`config.mk`:
```
export PLATFORM = sky130hd
export DESIGN_NAME = mult_div_unit
export DESIGN_NICKNAME = d
export VERILOG_FILES = /design/src/rtl/mult_div_unit.sv
export SDC_FILE = /design/constraint.sdc
export NUM_CORES = 1
export LEC_CHECK = 0
export CAP_MARGIN = 20
export CORE_MARGIN = 4
export CORE_UTILIZATION = 52
export DETAILED_ROUTE_END_ITERATION = 8
export PLACE_DENSITY = 0.81
export SLEW_MARGIN = 5
export SYNTH_ARGS = -nofsm -noshare
export SYNTH_HDL_FRONTEND = slang
export SYNTH_SLANG_ARGS = --single-unit
```
`constraint.sdc`:
```
create_clock -name clk -period 3.1 [get_ports clk]
set_clock_uncertainty 0.1 [all_clocks]
set_input_delay 0.93 -clock clk [delete_from_list [all_inputs] [get_ports clk]]
set_output_delay 0.93 -clock clk [all_outputs]
set_load 0.005 [all_outputs]
```
`src/rtl/mult_div_unit.sv`:
```
// Iterative 32x32 multiply / 32/32 divide unit: shift-add multiply and
// restoring division, one bit per cycle. Define MULT_DIV_SIGNED_EN for two's-complement operands.
module mult_div_unit (
    input  logic        clk,
    input  logic        reset,
    input  logic        MDCtrl,
    input  logic        op,
    input  logic [31:0] a,
    input  logic [31:0] b,
    output logic [31:0] hi,
    output logic [31:0] lo,
    output logic        busy,
    output logic        done,
    output logic        div0
);

    typedef enum logic [1:0] {
        IDLE = 2'd0,
        MULT = 2'd1,
        DIV  = 2'd2,
        FIN  = 2'd3
    } state_t;

    state_t      state_q, state_d;
    logic [5:0]  cnt_q, cnt_d;
    logic [31:0] opr_q, opr_d;
    logic [63:0] acc_q, acc_d;
    logic [32:0] rem_q, rem_d;
    logic [31:0] hi_q, hi_d;
    logic [31:0] lo_q, lo_d;
    logic        div0_q, div0_d;
`ifdef MULT_DIV_SIGNED_EN
    logic        neg_res_q, neg_res_d;
    logic        neg_rem_q, neg_rem_d;
`endif

    logic [31:0] mag_a, mag_b;
`ifdef MULT_DIV_SIGNED_EN
    assign mag_a = a[31] ? (~a + 32'd1) : a;
    assign mag_b = b[31] ? (~b + 32'd1) : b;
`else
    assign mag_a = a;
    assign mag_b = b;
`endif

    // Multiply: acc holds {partial product, remaining multiplier bits};
    // the 33-bit sum keeps the carry that shifts down into the upper word.
    logic [32:0] mul_add;
    logic [63:0] mul_next;
    assign mul_add  = acc_q[0] ? ({1'b0, acc_q[63:32]} + {1'b0, opr_q})
                               : {1'b0, acc_q[63:32]};
    assign mul_next = {mul_add, acc_q[31:1]};

    // Divide: dividend bits leave acc[31] as quotient bits enter acc[0].
    logic [32:0] div_shift;
    logic [33:0] div_diff;
    logic        div_neg;
    logic [32:0] rem_next;
    logic [31:0] quo_next;
    assign div_shift = {rem_q[31:0], acc_q[31]};
    assign div_diff  = {rem_q, acc_q[31]} - {2'b00, opr_q};
    assign div_neg   = div_diff[33];
    assign rem_next  = div_neg ? div_shift : div_diff[32:0];
    assign quo_next  = {acc_q[30:0], ~div_neg};

    logic [63:0] prod_res;
    logic [31:0] quo_res, rem_res;
`ifdef MULT_DIV_SIGNED_EN
    assign prod_res = neg_res_q ? (~mul_next + 64'd1) : mul_next;
    assign quo_res  = neg_res_q ? (~quo_next + 32'd1) : quo_next;
    assign rem_res  = neg_rem_q ? (~rem_next[31:0] + 32'd1) : rem_next[31:0];
`else
    assign prod_res = mul_next;
    assign quo_res  = quo_next;
    assign rem_res  = rem_next[31:0];
`endif

    // NOTE: every variable gets a default before the case so no path leaves it unassigned, which would infer a latch.
    always_comb begin
        state_d = state_q;
        cnt_d   = cnt_q;
        opr_d   = opr_q;
        acc_d   = acc_q;
        rem_d   = rem_q;
        hi_d    = hi_q;
        lo_d    = lo_q;
        div0_d  = 1'b0;
`ifdef MULT_DIV_SIGNED_EN
        neg_res_d = neg_res_q;
        neg_rem_d = neg_rem_q;
`endif
        case (state_q)
            IDLE, FIN: begin
                state_d = IDLE;
                if (MDCtrl) begin
                    if (op && (b == 32'd0)) begin
                        div0_d = 1'b1;
                    end else begin
                        opr_d   = op ? mag_b : mag_a;
                        acc_d   = {32'd0, (op ? mag_a : mag_b)};
                        rem_d   = 33'd0;
                        cnt_d   = 6'd0;
                        state_d = op ? DIV : MULT;
`ifdef MULT_DIV_SIGNED_EN
                        neg_res_d = a[31] ^ b[31];
                        neg_rem_d = a[31];
`endif
                    end
                end
            end
            MULT: begin
                acc_d = mul_next;
                cnt_d = cnt_q + 6'd1;
                if (cnt_q == 6'd31) begin
                    state_d = FIN;
                    hi_d    = prod_res[63:32];
                    lo_d    = prod_res[31:0];
                end
            end
            DIV: begin
                acc_d = {acc_q[63:32], quo_next};
                rem_d = rem_next;
                cnt_d = cnt_q + 6'd1;
                if (cnt_q == 6'd31) begin
                    state_d = FIN;
                    hi_d    = rem_res;
                    lo_d    = quo_res;
                end
            end
            default: state_d = IDLE;
        endcase
    end

    // NOTE: state registers use non-blocking assignments so all flops update together at the edge.
    always_ff @(posedge clk) begin
        if (reset) begin
            state_q <= IDLE;
            cnt_q   <= 6'd0;
            opr_q   <= 32'd0;
            acc_q   <= 64'd0;
            rem_q   <= 33'd0;
            hi_q    <= 32'd0;
            lo_q    <= 32'd0;
            div0_q  <= 1'b0;
`ifdef MULT_DIV_SIGNED_EN
            neg_res_q <= 1'b0;
            neg_rem_q <= 1'b0;
`endif
        end else begin
            state_q <= state_d;
            cnt_q   <= cnt_d;
            opr_q   <= opr_d;
            acc_q   <= acc_d;
            rem_q   <= rem_d;
            hi_q    <= hi_d;
            lo_q    <= lo_d;
            div0_q  <= div0_d;
`ifdef MULT_DIV_SIGNED_EN
            neg_res_q <= neg_res_d;
            neg_rem_q <= neg_rem_d;
`endif
        end
    end

    assign hi   = hi_q;
    assign lo   = lo_q;
    assign busy = (state_q == MULT) || (state_q == DIV);
    assign done = (state_q == FIN);
    assign div0 = div0_q;

endmodule

```
==> results by group, run 1 <==
Final layout
  – Share of layout cells above drive strength 1: 25.01%
  – P&R area growth vs syn: 39.39%
  – Most common cell after layout, fill and taps aside: buf_4
  – Diodes inserted: 0
  – Area of the multi-input gates: 0.009060 mm²
  – Post-Layout Cell Count: 2187
  – Post-route cell area: 0.01805 mm²
  – Final nets: 1986
  – Reg area: 0.004056 mm²
  – Commonest non-fill, non-tap cells in the layout: buf_4, nor2_1, dfxtp_1
  – Fill cell count: 1611

STA
  – Worst Max-Slew Pin Slew: 0.7542 ns
  – Finish-stage setup viols: 69
  – Max-slew violations: 0
  – Period utilisation layout: 117.0%
  – Hold_ws: 0.3773 ns
  – Unrepaired setup endpoints after global routing: true
  – Final hold violations: 0
  – Crit path time final: 3.629 ns
  – Setup WS post-layout: -0.5285 ns
  – Max Fclk: 275.6 MHz
  – Slew HR: 49.72%

Yosys
  – Synth unique cells: 75
  – Area leader, netlist: dfxtp_1
  – Yosys reg bits: 202
  – Fraction of the mapped netlist area in simple logic gates: 14.03%
  – Syn nets: 1683
  – Mean Syn Cell Area: 8.382 µm²
  – XOR/XNOR share of the synthesized area: 4.058%
  – Yosys top cell area share: 31.23%
  – Largest family of logic cells by synthesized area: compound AO/OA/AOI/OAI gates
  – Syn. warnings: 0
  – Synth Instances: 1545
  – Mux contribution to synthesized area: 12.05%
  – Top FF cell, synth: dfxtp_1
  – Sequential cell area fraction in the yosys report: 31.23%
  – Post-synthesis instance area: 0.01295 mm²
  – Post-synth EDFFs: 0
  – Share of synthesized cell area in full adder, half adder and majority cells: 6.879%
  – Compound-Gate Fraction of Synth Area: 26.59%
  – Ranking of synthesized cells by area: dfxtp_1, mux2i_1, a211oi_1, ha_1, nor2_1
  – Ys async rst share: 0%

Clock network
  – Num CTS Buffers: 23
  – Maximum clock path buffer count: 3
  – Clk slew on worst S/H paths: 0.07 ns
  – Worst-Skew Late Latency: 0.52 ns
  – CTS root buf: clkbuf_16
  – H-tree levels: 1
  – TritonCTS clock tree: yes
  – Clk sink count: 202
  – CTS Hold Bufs: 0

Power
  – Power Dens Cells: 666.5 mW/mm²
  – Lkg Pwr: 7.363 nW
  – Maximum VDD drop: 446.5 µV

Global route
  – Largest net degree at the start of global routing: 107
  – First-pass GRT wire length: 71.54 mm
  – Initial antenna violation count: 0
  – Grt ovf: 0
  – GRT Total Usage: 30.80%
  – Vias in the first global route: 13670

Detailed routing
  – DR WL met2: 21.26 mm
  – Vias per cell: 6.394
  – Drt total wl: 46.67 mm
  – DR iter-0 viols: 1456
  – Metal-1 WL: 18.94 mm
  – ANT nets after route: 0
  – Via count: 13980
  – Top sig layer: met4
  – Met3 routed WL: 4.799 mm
  – DRC Markers: 1
  – Drt first pass iters: 8
  – Routed WL per cell: 21.34 µm

Worst hold path
  – Worst min path class: reg -> reg
  – Hold Path Origin: acc_q[61]$_SDFFE_PP0P_

Critical path
  – Critical Path RT: 3.38 ns
  – Critical path type: reg -> reg
  – Crit path DAT: 3.91 ns
  – Endpoint type of the worst setup path: flop
  – R2R Path Start: opr_q[26]$_SDFFE_PP0P_
  – Worst-path maximum fanout: 5
  – Startpoint Class: flop
  – Crit. Startpoint: opr_q[26]$_SDFFE_PP0P_

Placed design
  – Dpl cells: 2125
  – Placed Area: 0.01621 mm²
  – DP Worst Slack: -0.4365 ns
  – Routability Congestion: 0.9538
  – Port-buffer cells: 134
  – Final HPWL DP: 30.19 mm

Status
  – Violated checks: DRC, setup timing
  – Status: finished, violations left

Floorplan
  – Die width: 165.8 µm
  – Core Region: 0.02439 mm²
  – Starting Density: 53.09%
  – I/O Pins: 135
  – Die H: 165.8 µm
  – Die ar.: 0.02749 mm²
  – Row count: 57

Flow run
  – Number of max-cap violations: 0
## layer usage
metal  track usage [%]  vias to the layer above
met5                 0                        -
met4             8.967                        0
met3             7.427                      165
li1                  -                     6320
met1             40.48                     6633
met2             50.62                      866
## synth_stat cells, drive strengths merged, types with 11 or more instances
library cell,n
o31a,12
or3,11
ha,68
a21oi,103
a21o,34
nand2,72
a31oi,12
buf,12
a211oi,115
nor3,23
xnor2,45
a22oi,24
xor2,15
dfxtp,202
clkbuf,103
mux2,17
nand3,20
o21bai,16
mux2i,133
inv,53
a221oi,33
a32o,12
o211ai,15
nor2,216
o21ai,49
## layout make-up
| class | count | area share [%] |
|---|---|---|
| Inverter | 55 | 1.151 |
| Clock inverter | 15 | 0.9288 |
| Multi-Input combinational cell | 1173 | 50.19 |
| Clock buffer | 25 | 3.341 |
| Tap cell | 324 | 2.246 |
| Sequential cell | 202 | 22.47 |
| Timing Repair Buffer | 393 | 19.67 |
## registers in the layout (all words and copies together), names as in the netlist
signal   cells
acc_q       64
opr_q       32
lo          32
rem_q       33
div0         1
cnt_q        6
state_q      2
hi          32
## worst paths after layout
kind,to,slack [ns],cells past startpoint
max reg2reg,hi[20]$_SDFFE_PP0P_,-0.53,14
min,acc_q[61]$_SDFFE_PP0P_,0.38,2
max,hi[20]$_SDFFE_PP0P_,-0.53,14
min reg2reg,acc_q[61]$_SDFFE_PP0P_,0.38,2
## kinds of logic after synthesis
| group | Yosys count |
|---|---|
| xor gates and xnor gates | 60 |
| adders and majority gates | 70 |
| and+or+nand+nor | 410 |
| buffers and inverters | 170 |
| muxes | 150 |
| DFF | 202 |
| AOI/OAI and AO/OA | 483 |
## critical path, cell delays in order, from the launching register on
cell and delay (ns):
dfxtp_2 0.34, inv_2 0.06, ha_4 0.25, a21o_1 0.20, a21oi_4 0.23, o21bai_4 0.09, a311o_1 0.35, or3_1 0.33
a311oi_2 0.39, a311oi_4 0.13, buf_4 0.20, buf_16 0.14, mux2_4 0.31, a211oi_2 0.24, nor3_1 0.11
## report_power, final
group / switching, mW / internal, mW
sequential: 0.364 / 2.92
clock: 1.19 / 1.66
combinational: 3.38 / 2.53
## per-stage QoR
stage / TNS (ns) / utilization [%] / total power [mW]
floorplan: 0 / - / 6.509
global placement: -36.95 / 66.47 / 8.331
detailed placement: -45.34 / 66.47 / 8.481
CTS: -10.07 / 72.44 / 11.55
global route: -28.70 / 74.01 / 12.61
finish: -24.75 / 74.01 / 12.03
## what timing repair did
item | CTS | global route
endpoints found under the setup margin | 72 | 124
hold endpoints to repair | 0 | 0
gates resized for setup | 109 | 73
buffers inserted | 14 | 8
pin swaps | 65 | 42
cloned | 3 | 0
(Power assumes the default switching activity.)
==> run 2: changes to the inputs <==
CAP_MARGIN = 30   (was 20)
CORE_MARGIN = unset   (was 4)
==> run 2 against run 1 <==
- the run ends with setup timing left
- maximum frequency grew 1.4%
- critical endpoint is now hi[5]$_SDFFE_PP0P_
- first-iteration DRC count grew 2.0%
- sequential power is essentially flat
- highest routed layer unchanged
- final cell count grew 1.2%
==> results by group, run 2 (synthesis results as in run 1) <==
Status
  – Status: finished, violations left
  – Violated checks: setup timing

STA
  – Final hold violations: 0
  – Max Fclk: 279.3 MHz
  – Slew HR: 50.67%
  – Max-slew violations: 0
  – Finish-stage setup viols: 70
  – Unrepaired setup endpoints after global routing: true
  – Crit path time final: 3.580 ns
  – Setup WS post-layout: -0.4799 ns
  – Worst Max-Slew Pin Slew: 0.7400 ns
  – Period utilisation layout: 115.5%

Global route
  – Grt ovf: 0
  – Largest net degree at the start of global routing: 114
  – Vias in the first global route: 13300
  – GRT Total Usage: 33.16%
  – Initial antenna violation count: 0
  – First-pass GRT wire length: 69.41 mm

Final layout
  – P&R area growth vs syn: 42.60%
  – Max reg flops: 64
  – Commonest non-fill, non-tap cells in the layout: buf_4, nor2_1, dfxtp_1
  – Largest Register: acc_q
  – Share of layout cells above drive strength 1: 27.51%
  – Largest registers: acc_q: 64 flops, rem_q: 33 flops
  – Diodes inserted: 0
  – Fill cell count: 1465
  – Final nets: 2013
  – Post-route cell area: 0.01847 mm²
  – Most common cell after layout, fill and taps aside: buf_4

Critical path
  – Worst-path maximum fanout: 5
  – R2R depth: 14
  – Internal reg-to-reg setup slack: -0.48 ns
  – Startpoint Class: flop
  – R2R Path Start: opr_q[2]$_SDFFE_PP0P_
  – RR Endpoint: hi[5]$_SDFFE_PP0P_
  – Critical path type: reg -> reg
  – Critical Path RT: 3.38 ns
  – CP endpoint: hi[5]$_SDFFE_PP0P_
  – Crit. Startpoint: opr_q[2]$_SDFFE_PP0P_
  – Endpoint type of the worst setup path: flop
  – Crit path DAT: 3.86 ns

Floorplan
  – Starting Density: 53.09%
  – Die H: 159.8 µm
  – Die width: 159.8 µm
  – I/O Pins: 135
  – Die ar.: 0.02554 mm²
  – Row count: 57
  – Core Region: 0.02439 mm²

Placed design
  – Placed Area: 0.01626 mm²
  – Final HPWL DP: 29.31 mm
  – Port-buffer cells: 134
  – Routability Congestion: 0.9475
  – DP Worst Slack: -0.4337 ns

Detailed routing
  – ANT nets after route: 0
  – Routed WL per cell: 22.07 µm
  – Drt total wl: 48.85 mm
  – Vias per cell: 6.458
  – Drt first pass iters: 6
  – Via count: 14300
  – DR iter-0 viols: 1485
  – DRC Markers: 0

Power
  – Lkg Pwr: 7.487 nW
  – Power Dens Cells: 668.3 mW/mm²
  – Maximum VDD drop: 496.2 µV

Worst hold path
  – Worst min path class: reg -> reg

Flow run
  – Number of max-cap violations: 0

Clock network
  – Clk slew on worst S/H paths: 0.06 ns
  – CTS root buf: clkbuf_16
  – CTS Hold Bufs: 0
  – TritonCTS clock tree: yes
  – Maximum clock path buffer count: 3
  – Num CTS Buffers: 23
  – Clk sink count: 202
  – H-tree levels: 1
  – Worst-Skew Late Latency: 0.53 ns
run 2: cell types whose count changed in the layout (fill, tap and decap cells not counted), moves of 4 or more:
cell,delta
dfxtp_1,-13
dfxtp_2,+13
buf_4,+12
buf_6,+11
ha_1,-9
ha_4,+9
inv_1,-7
inv_2,+6
clkbuf_1,+5
clkbuf_8,+4
nand2_2,+4
run 2: repair_timing:
item / in CTS / in global routing
buffers inserted: 17 / 29
resized for setup: 116 / 120
pin swaps: 87 / 76
cloned: 3 / 1
setup endpoints to repair: 72 / 136
run 2: cell type report:
type / count / area, µm² / area share [%]
Clock buffer: 34 / 676.9 / 3.666
Clock inverter: 6 / 57.56 / 0.3117
Inverter: 55 / 209.0 / 1.132
Multi-Input combinational cell: 1173 / 9210 / 49.87
Sequential cell: 202 / 4073 / 22.05
Tap cell: 324 / 405.4 / 2.195
Timing Repair Buffer: 420 / 3835 / 20.77
run 2: metal layers:
layer / vias up / GRT usage, % / share of wire (%)
li1: 6374 / - / -
met1: 6841 / 43.28 / 40
met2: 910 / 54.66 / 46
met3: 174 / 6.675 / 11
met4: 0 / 10.95 / 3.6
met5: - / 0 / 0
run 2: how the worst min path moves through the flow:
stage	startpoint	endpoint	slack [ns]	depth (start not counted)
6_report	acc_q[50]$_SDFFE_PP0P_	acc_q[50]$_SDFFE_PP0P_	0.38	2
5_1_grt	acc_q[50]$_SDFFE_PP0P_	acc_q[50]$_SDFFE_PP0P_	0.41	2
4_1_cts	hi[22]$_SDFFE_PP0P_	hi[22]$_SDFFE_PP0P_	0.38	2
3_5_place_dp	hi[22]$_SDFFE_PP0P_	hi[22]$_SDFFE_PP0P_	0.37	2
3_3_place_gp	rem_q[23]$_SDFFE_PP0P_	rem_q[23]$_SDFFE_PP0P_	0.35	2
2_1_floorplan	rem_q[21]$_SDFFE_PP0P_	rem_q[21]$_SDFFE_PP0P_	0.34	2
run 2: report_power, final:
| group | total, mW | switching, mW | leakage (nW) | internal [mW] |
|---|---|---|---|---|
| combinational | 6.33 | 3.58 | 5.48 | 2.75 |
| clock | 2.74 | 1.15 | 0.362 | 1.59 |
| sequential | 3.28 | 0.349 | 1.65 | 2.93 |
run 2: critical path: stages (launching register included):
cell      delay [ns]
dfxtp_2         0.33
inv_1           0.17
ha_4            0.24
and3_4          0.19
a211oi_4        0.41
o2111a_2        0.28
nor2_4          0.06
a31o_1          0.22
a311oi_4        0.39
buf_6           0.20
buf_12          0.14
buf_6           0.11
mux2_4          0.30
a211oi_2        0.23
nor3_1          0.07
run 2: metrics by stage:
| step | util, % | cells | setup TNS (ns) | total power, mW | hold WS, ns |
|---|---|---|---|---|---|
| after floorplan | - | 1545 | 0 | 6.509 | 0.3421 |
| after global routing | 75.71 | 2214 | -26.55 | 12.84 | 0.4124 |
| after detailed placement | 66.67 | 2130 | -44.91 | 8.531 | 0.3701 |
| after CTS | 72.50 | 2186 | -6.339 | 11.49 | 0.3785 |
| final | 75.71 | 2214 | -22.93 | 12.34 | 0.3804 |
| after global placement | 66.67 | 2130 | -36.79 | 8.396 | 0.3543 |
